[config.mk]
export PLATFORM = sky130hd
export DESIGN_NAME = bounded_updown_counter
export DESIGN_NICKNAME = d
export VERILOG_FILES = /design/src/rtl/calc_pkg.sv /design/src/rtl/load_reg.sv /design/src/rtl/bounded_updown_counter.sv
export SDC_FILE = /design/constraint.sdc
export NUM_CORES = 1
export LEC_CHECK = 0
export BUFFER_PORTS_ARGS = -buffer_cell sky130_fd_sc_hd__buf_2
export CORE_MARGIN = 4
export CORE_UTILIZATION = 55
export CTS_BUF_LIST = sky130_fd_sc_hd__clkbuf_8
export DETAILED_ROUTE_END_ITERATION = 10
export GPL_ROUTABILITY_DRIVEN = 0
export PLACE_DENSITY = 0.84
export SETUP_SLACK_MARGIN = 0.5
export SYNTH_ARGS = -nofsm -noshare
export SYNTH_HDL_FRONTEND = slang
export SYNTH_HIERARCHICAL = 1
export SYNTH_SLANG_ARGS = --single-unit
[constraint.sdc]
create_clock -name clk -period 6.5 [get_ports clk]
set_input_delay 1.625 -clock clk [delete_from_list [all_inputs] [get_ports clk]]
set_output_delay 1.625 -clock clk [all_outputs]
set_load 0.02 [all_outputs]
[src/rtl/calc_pkg.sv]
// Shared constants for the calculator control-path counters:
// mode encoding and the per-edge count operation codes.
package calc_pkg;

  localparam logic MODE_SAT  = 1'b0;
  localparam logic MODE_WRAP = 1'b1;

  localparam logic [2:0] OP_HOLD = 3'd0;
  localparam logic [2:0] OP_UP   = 3'd1;
  localparam logic [2:0] OP_DOWN = 3'd2;
  localparam logic [2:0] OP_LOAD = 3'd3;
  localparam logic [2:0] OP_FIX  = 3'd4;

endpackage

[src/rtl/load_reg.sv]
// W-bit register with synchronous reset to a parameterised value
// and a load enable; holds its value otherwise.
module load_reg #(
  parameter int           W       = 5,
  parameter logic [W-1:0] RST_VAL = '0
) (
  input  logic         i_clk,
  input  logic         i_rst,
  input  logic         i_load,
  input  logic [W-1:0] i_d,
  output logic [W-1:0] o_q
);

  always_ff @(posedge i_clk) begin
    if (i_rst)
      o_q <= RST_VAL;
    else if (i_load)
      o_q <= i_d;
  end

endmodule

[src/rtl/bounded_updown_counter.sv]
// Up/down counter bounded by runtime-loadable min/max registers, with a
// programmable step, saturate or wrap mode, and wrap/err event pulses.
module bounded_updown_counter
  import calc_pkg::*;
#(
  parameter int           N       = 5,
  parameter logic [N-1:0] RST_MAX = {N{1'b1}}
) (
  input  logic         clk,
  input  logic         rst,
  input  logic         up,
  input  logic         down,
  input  logic         ldcnt,
  input  logic         ldmin,
  input  logic         ldmax,
  input  logic         mode,
  input  logic [N-1:0] step,
  input  logic [N-1:0] in,
  output logic [N-1:0] out,
  output logic [N-1:0] min_q,
  output logic [N-1:0] max_q,
  output logic         at_min,
  output logic         at_max,
  output logic         wrap,
  output logic         err
);

  logic [N-1:0] r_out;
  logic         r_wrap;
  logic         r_err;

  logic [2:0]   w_op;
  logic [N:0]   w_sum;
  logic [N:0]   w_span;
  logic [N-1:0] w_nextOut;
  logic         w_nextWrap;
  logic         w_minLoad;
  logic         w_maxLoad;
  logic         w_nextErr;

  // A simultaneous min/max load collapses the range to one point and is
  // always legal; a lone load must not cross the other bound.
  assign w_minLoad = ldmin & (ldmax | (in <= max_q));
  assign w_maxLoad = ldmax & (ldmin | (in >= min_q));
  assign w_nextErr = (ldmin & ~ldmax & (in > max_q)) | (ldmax & ~ldmin & (in < min_q));

  load_reg #(.W(N), .RST_VAL('0)) u_minReg (
    .i_clk (clk),
    .i_rst (rst),
    .i_load(w_minLoad),
    .i_d   (in),
    .o_q   (min_q)
  );

  load_reg #(.W(N), .RST_VAL(RST_MAX)) u_maxReg (
    .i_clk (clk),
    .i_rst (rst),
    .i_load(w_maxLoad),
    .i_d   (in),
    .o_q   (max_q)
  );

  // An out-of-range count is pulled back before any up/down is honoured.
  always_comb begin
    w_op = OP_HOLD;
    if (ldcnt)
      w_op = OP_LOAD;
    else if ((r_out < min_q) || (r_out > max_q))
      w_op = OP_FIX;
    else if ((up ^ down) && (step != '0))
      w_op = up ? OP_UP : OP_DOWN;
  end

  assign w_sum  = {1'b0, r_out} + {1'b0, step};
  assign w_span = {1'b0, r_out} - {1'b0, min_q};

  always_comb begin
    w_nextOut  = r_out;
    w_nextWrap = 1'b0;
    case (w_op)
      OP_LOAD: begin
        if (in < min_q)
          w_nextOut = min_q;
        else if (in > max_q)
          w_nextOut = max_q;
        else
          w_nextOut = in;
      end
      OP_FIX: w_nextOut = (r_out < min_q) ? min_q : max_q;
      OP_UP: begin
        if (w_sum > {1'b0, max_q}) begin
          w_nextOut  = (mode == MODE_WRAP) ? min_q : max_q;
          w_nextWrap = (mode == MODE_WRAP);
        end else begin
          w_nextOut = w_sum[N-1:0];
        end
      end
      OP_DOWN: begin
        // w_span is only used when the count is in range, so it never underflows.
        if ({1'b0, step} > w_span) begin
          w_nextOut  = (mode == MODE_WRAP) ? max_q : min_q;
          w_nextWrap = (mode == MODE_WRAP);
        end else begin
          w_nextOut = r_out - step;
        end
      end
      default: w_nextOut = r_out;
    endcase
  end

  always_ff @(posedge clk) begin
    if (rst) begin
      r_out  <= '0;
      r_wrap <= 1'b0;
      r_err  <= 1'b0;
    end else begin
      r_out  <= w_nextOut;
      r_wrap <= w_nextWrap;
      r_err  <= w_nextErr;
    end
  end

  assign out    = r_out;
  assign wrap   = r_wrap;
  assign err    = r_err;
  assign at_min = (r_out == min_q);
  assign at_max = (r_out == max_q);

endmodule
* Word level (Yosys, flattened, before mapping)
Index checks and enable logic that the tools add are counted.
Storage, ports and cells: logic and storage cells 53, input port bits 18, output and inout port bits 19, register bits 17
Operators by class: reduce and logical (&&, ||, !) cells 4, bitwise gates (word level) 12, multiplexer cells 15, eq/ne operators 6, add/subtract/negate cells 3, $lt $le $gt $ge 8
Operators with widths (count):
- $mux W5 | 7
- $pmux W5 S4 | 1
- $eq A5 B5 Y1 | 2
- $gt A5 B5 Y1 | 2
- $lt A5 B5 Y1 | 2
- $add A5 B5 Y6 | 1
- $and A1 B1 Y1 | 6
- $eq A3 B2 Y1 const B | 2
- $gt A5 B6 Y1 | 1
- $gt A6 B5 Y1 | 1
- $mux W3 | 2
- $sub A5 B5 Y6 | 1
- $ge A5 B5 Y1 | 1
- $le A5 B5 Y1 | 1
- $reduce_bool A5 Y1 | 1
- $sub A5 B5 Y5 | 1
- $mux W2 | 2
- $reduce_bool A4 Y1 | 1
- $eq A3 B1 Y1 const B | 1
- $eq A3 B3 Y1 const B | 1
- $or A1 B1 Y1 | 3
- $mux W1 | 2
- $not A1 Y1 | 2
- $pmux W1 S2 | 1
- 3 further kinds | 3

* Longest topological paths before layout
depth in word-level cells 7, gate-level depth with buffers 15

* By module
Netlist, hierarchy kept.
Modules (own cells, without submodules):
- bounded_updown_counter | sequential area each 140.1 sq um, times used 1, area an instance 2024.4 sq um, cells each 242
- load_reg (u_maxReg) | sequential area each 100.1 sq um, times used 1, area an instance 198.9 sq um, cells each 16
- load_reg (u_minReg) | sequential area each 100.1 sq um, times used 1, area an instance 180.2 sq um, cells each 16

* Worst setup path before layout
OpenSTA, ideal clock, no wires.
path kind input to register, start point input port step[0], end point register r_out[1], in the netlist out[1], stages 12, data arrival time 4.039 ns, slack 2.325 ns, required time 6.364 ns, buffers on the path 0, cell sequence ha_1 > fa_1 > a21oi_1 > o21bai_1 > xor2_1 > ha_1 > or3_1 > o21ai_0 > a21oi_1 > or3_1 > a32oi_1 > a311oi_2
Between the ends: word-level cells in the longest chain between the ends 7, elaborated cells on any way between the ends 17, those cells by class add/sub: 2; order compare: 2; eq/ne: 4; mux: 6; reduce/logical: 3
Ends and longest elaborated chain:
- start, declared | line bounded_updown_counter.sv:17 | input logic [N-1:0] step,
- branches (longest 7 deep; another with $add A5 B5 Y6)
- end signal, assigned | line bounded_updown_counter.sv:117 | r_out <= w_nextOut;
- end, declared | line bounded_updown_counter.sv:28 | logic [N-1:0] r_out;
Parallel ways; which one is timed is not known. A chain may end at the register's enable or synchronous reset.

* Final worst setup path
start point input port step[2], end point register r_out[1], in the netlist out[1]
Same word-level chain as after synthesis.

==> results.md <==
* Post-synth EDFFs at 0
* Net Count, Synth at 335
* Chip width at 74.11 um
* Initial antenna violation count at 0
* Postcts setup bufs at 0
* Hold WC Path Type: flop to flop
* Cells after Synth at 274
* Worst path required time at 6.62 ns
* Initial DRC count at 216
* Power per cell area at 289.8 nW/um^2
* Vias per cell at 6.616
* Post-cts sizing count at 0
* Synth warn at 6
* CP Class: input port to flop
* Gate power share at 69.4%
* Placed Area at 2581 sq um
* Max-cap check violation count at 0
* Clock Skews at 0.005033 ns
* Top cell type's share of synthesized area at 20.82%
* Post-synthesis sequential area ratio at 14.16%
* Fin Hold WS at 0.5560 ns
* Area Overhead vs Synth at 9.318%
* Max clock buf depth at 2
* Post-synth cell types at 65
* Final setup violation count at 0
* Antenna-violating nets left at 0
* Worst vdd ir at 0.1213 mV
* Slew @ Worst Pin at 0.6495 ns
* First-pass GRT wire length at 11.07 mm
* Fin Setup TNS at 0 ns
* Antenna Cells at 0
* Number of global-route vias before repair at 2276
* Syn Area/Cell at 8.772 sq um
* Cts bufs inserted at 3
* Slew HR at 56.54%
* I/O pin count at 37
* Sw Share at 50.12%
* Number of synthesized register bits at 17
* Reg power frac at 19.8%
* Vias at 2342
* Initial Util at 58.41%
* Htree depth at 1
* Worst skew pair latency at 0.26 ns
* Core Rows at 23
* Slew Viols, Final at 0
* Async SR Flop Fraction at 0%
* Core Region at 4115 sq um
* Final period util at 69.45%
* Unrepaired setup endpoints after global routing: false
* Total detailed-routing wirelength at 6.697 mm
* Share of layout cells above drive strength 1 at 23.36%
* Fin area at 2628 sq um
* Final nets at 366
* Number of iterations in the first detailed-routing pass at 5
* Pleak at 1.216 nW
* Crit path DAT at 4.64 ns
* Largest net degree at the start of global routing at 21
* Power share of the clock group at 10.8%
* Die height at 74.11 um
* Clock sinks at 17
* Post-Synthesis Cell Area at 2404 sq um
* Register Area at 340.3 sq um
* Ys flop type: dfxtp_1
* Total gr overflow at 0
* Top cells by area, synth: ha_1 (21%), dfxtp_1 (14%), inv_1 (3.7%)
* Yosys top cell by area: ha_1
* Fmax at 0.2215 GHz
* Pwr Total at 761.4 uW
* Worst setup EP type: flop
* CTS tree: yes
* # DRC at 0
* GRT Util Overall at 25.79%
* Hold_buf cts at 0
* # port buffers at 36
* Internal power at 379.8 uW
* Crit-path max FO at 7
* Hpwl dp at 5.177 mm
* Total Die Area at 5492 sq um
* Min Tclk post-route at 4.514 ns
* # fillers at 343
* CTS Root Cell: clkbuf_8
* Net Sw Power at 381.6 uW
* Multi-input gate area at 1904 sq um
* Critical Path Start Type: input port
* Worst-path clk slew at 0.07 ns
* Run status: complete, no violations
* Final hold vios at 0
* Worst R2R Setup Slack at 3.10 ns
* DR WL/cell at 18.92 um
cells in the mapped netlist, drive strengths merged, types with 2 or more instances:
cell      n
nor2     16
o221ai    8
xor2      5
mux2      4
inv      25
o21ai    13
o21bai    3
or3       6
o21a      5
mux2i     6
o211ai    9
ha       40
nor4      2
o311ai    4
nand4     2
a21o      5
clkbuf    5
and2      3
o2111ai   5
a211o     6
a211oi    2
nor2b    10
xnor2     2
o22ai     2
o31a      3
buf       5
or2b      2
dfxtp    17
nand2    15
a21oi    12
a41oi     4
fa        3
a31oi     7
state kept, by name, indices dropped and copies added, names as in the netlist:
name,flops
wrap,1
u_minReg/o_q,5
out,5
u_maxReg/o_q,5
err,1
logic make-up (layout without fill, tap and decap cells):
group / Yosys count / count (layout) / synth area share (%)
flip-flops: 17 / 17 / 14.16
adder cells (fa/ha/maj): 43 / 43 / 23.32
buffers and inverters: 35 / 65 / 6.611
multiplexers: 10 / 10 / 4.373
XOR/XNOR: 7 / 7 / 2.551
AO/OA/AOI/OAI: 97 / 97 / 31.65
AND/OR/NAND/NOR: 65 / 65 / 17.33
power groups by stage:
stage / combinational (mW) / sequential [mW] / clock [mW]
floorplan: 0.396 / 0.156 / 0
global placement: 0.496 / 0.151 / 0
detailed placement: 0.513 / 0.151 / 0
CTS: 0.516 / 0.149 / 0.0834
global route: 0.585 / 0.152 / 0.0873
finish: 0.528 / 0.151 / 0.0825
through the flow:
| step | setup slack (ns) | cells | utilization (%) |
|---|---|---|---|
| 3_3_place_gp | 1.967 | 350 | 62.72 |
| 6_report | 1.986 | 354 | 63.85 |
| 5_1_grt | 1.853 | 354 | 63.85 |
| 2_1_floorplan | 2.325 | 274 | - |
| 4_1_cts | 2.109 | 354 | 63.85 |
| 3_5_place_dp | 1.842 | 350 | 62.72 |
path summary, 6_finish.rpt:
check	startpoint	end	cells after the start
hold / removal	u_minReg/o_q[4]	u_minReg/o_q[4]	2
setup reg to reg	out[2]	out[1]	10
hold reg to reg	u_minReg/o_q[4]	u_minReg/o_q[4]	2
setup / recovery	step[2]	out[1]	12
layout by cell type, fill, tap and decap left out, types with 6 or more instances in the layout:
cell      instances
a211o_1           6
a21oi_1          11
a31oi_1           7
buf_2            36
dfxtp_1          17
ha_1             40
inv_1            24
mux2i_1           6
nand2_1          14
nor2_1           15
o211ai_1          8
o21ai_0          12
o221ai_1          8
critical path, cell delays in order:
cell       delay, ns
buf_2           0.16
inv_1           0.06
ha_1            0.42
nor2_1          0.10
a221oi_2        0.33
xor2_1          0.24
ha_1            0.28
a2111oi_0       0.41
a21oi_1         0.27
or3_1           0.38
a32oi_1         0.24
a311oi_2        0.12
final cells by class:
class / count / area share, %
clock buffer: 3 / 1.571
clock inverter: 1 / 0.1905
inverter: 25 / 3.571
multi-input combinational: 222 / 72.48
sequential: 17 / 12.95
tap: 50 / 2.381
timing repair buffer: 36 / 6.857
per-layer routing:
| layer | up-vias | share of wire, % | GRT usage, % | routed length [um] |
|---|---|---|---|---|
| met5 | - | 0 | 0 | 0 |
| met4 | 0 | 2.5 | 8.853 | 169 |
| met3 | 21 | 8.1 | 4.730 | 543 |
| met2 | 133 | 46 | 41.34 | 3113 |
| met1 | 1077 | 43 | 34.75 | 2871 |
| li1 | 1111 | - | - | - |
No activity file was read; power rests on OpenSTA's default activity.
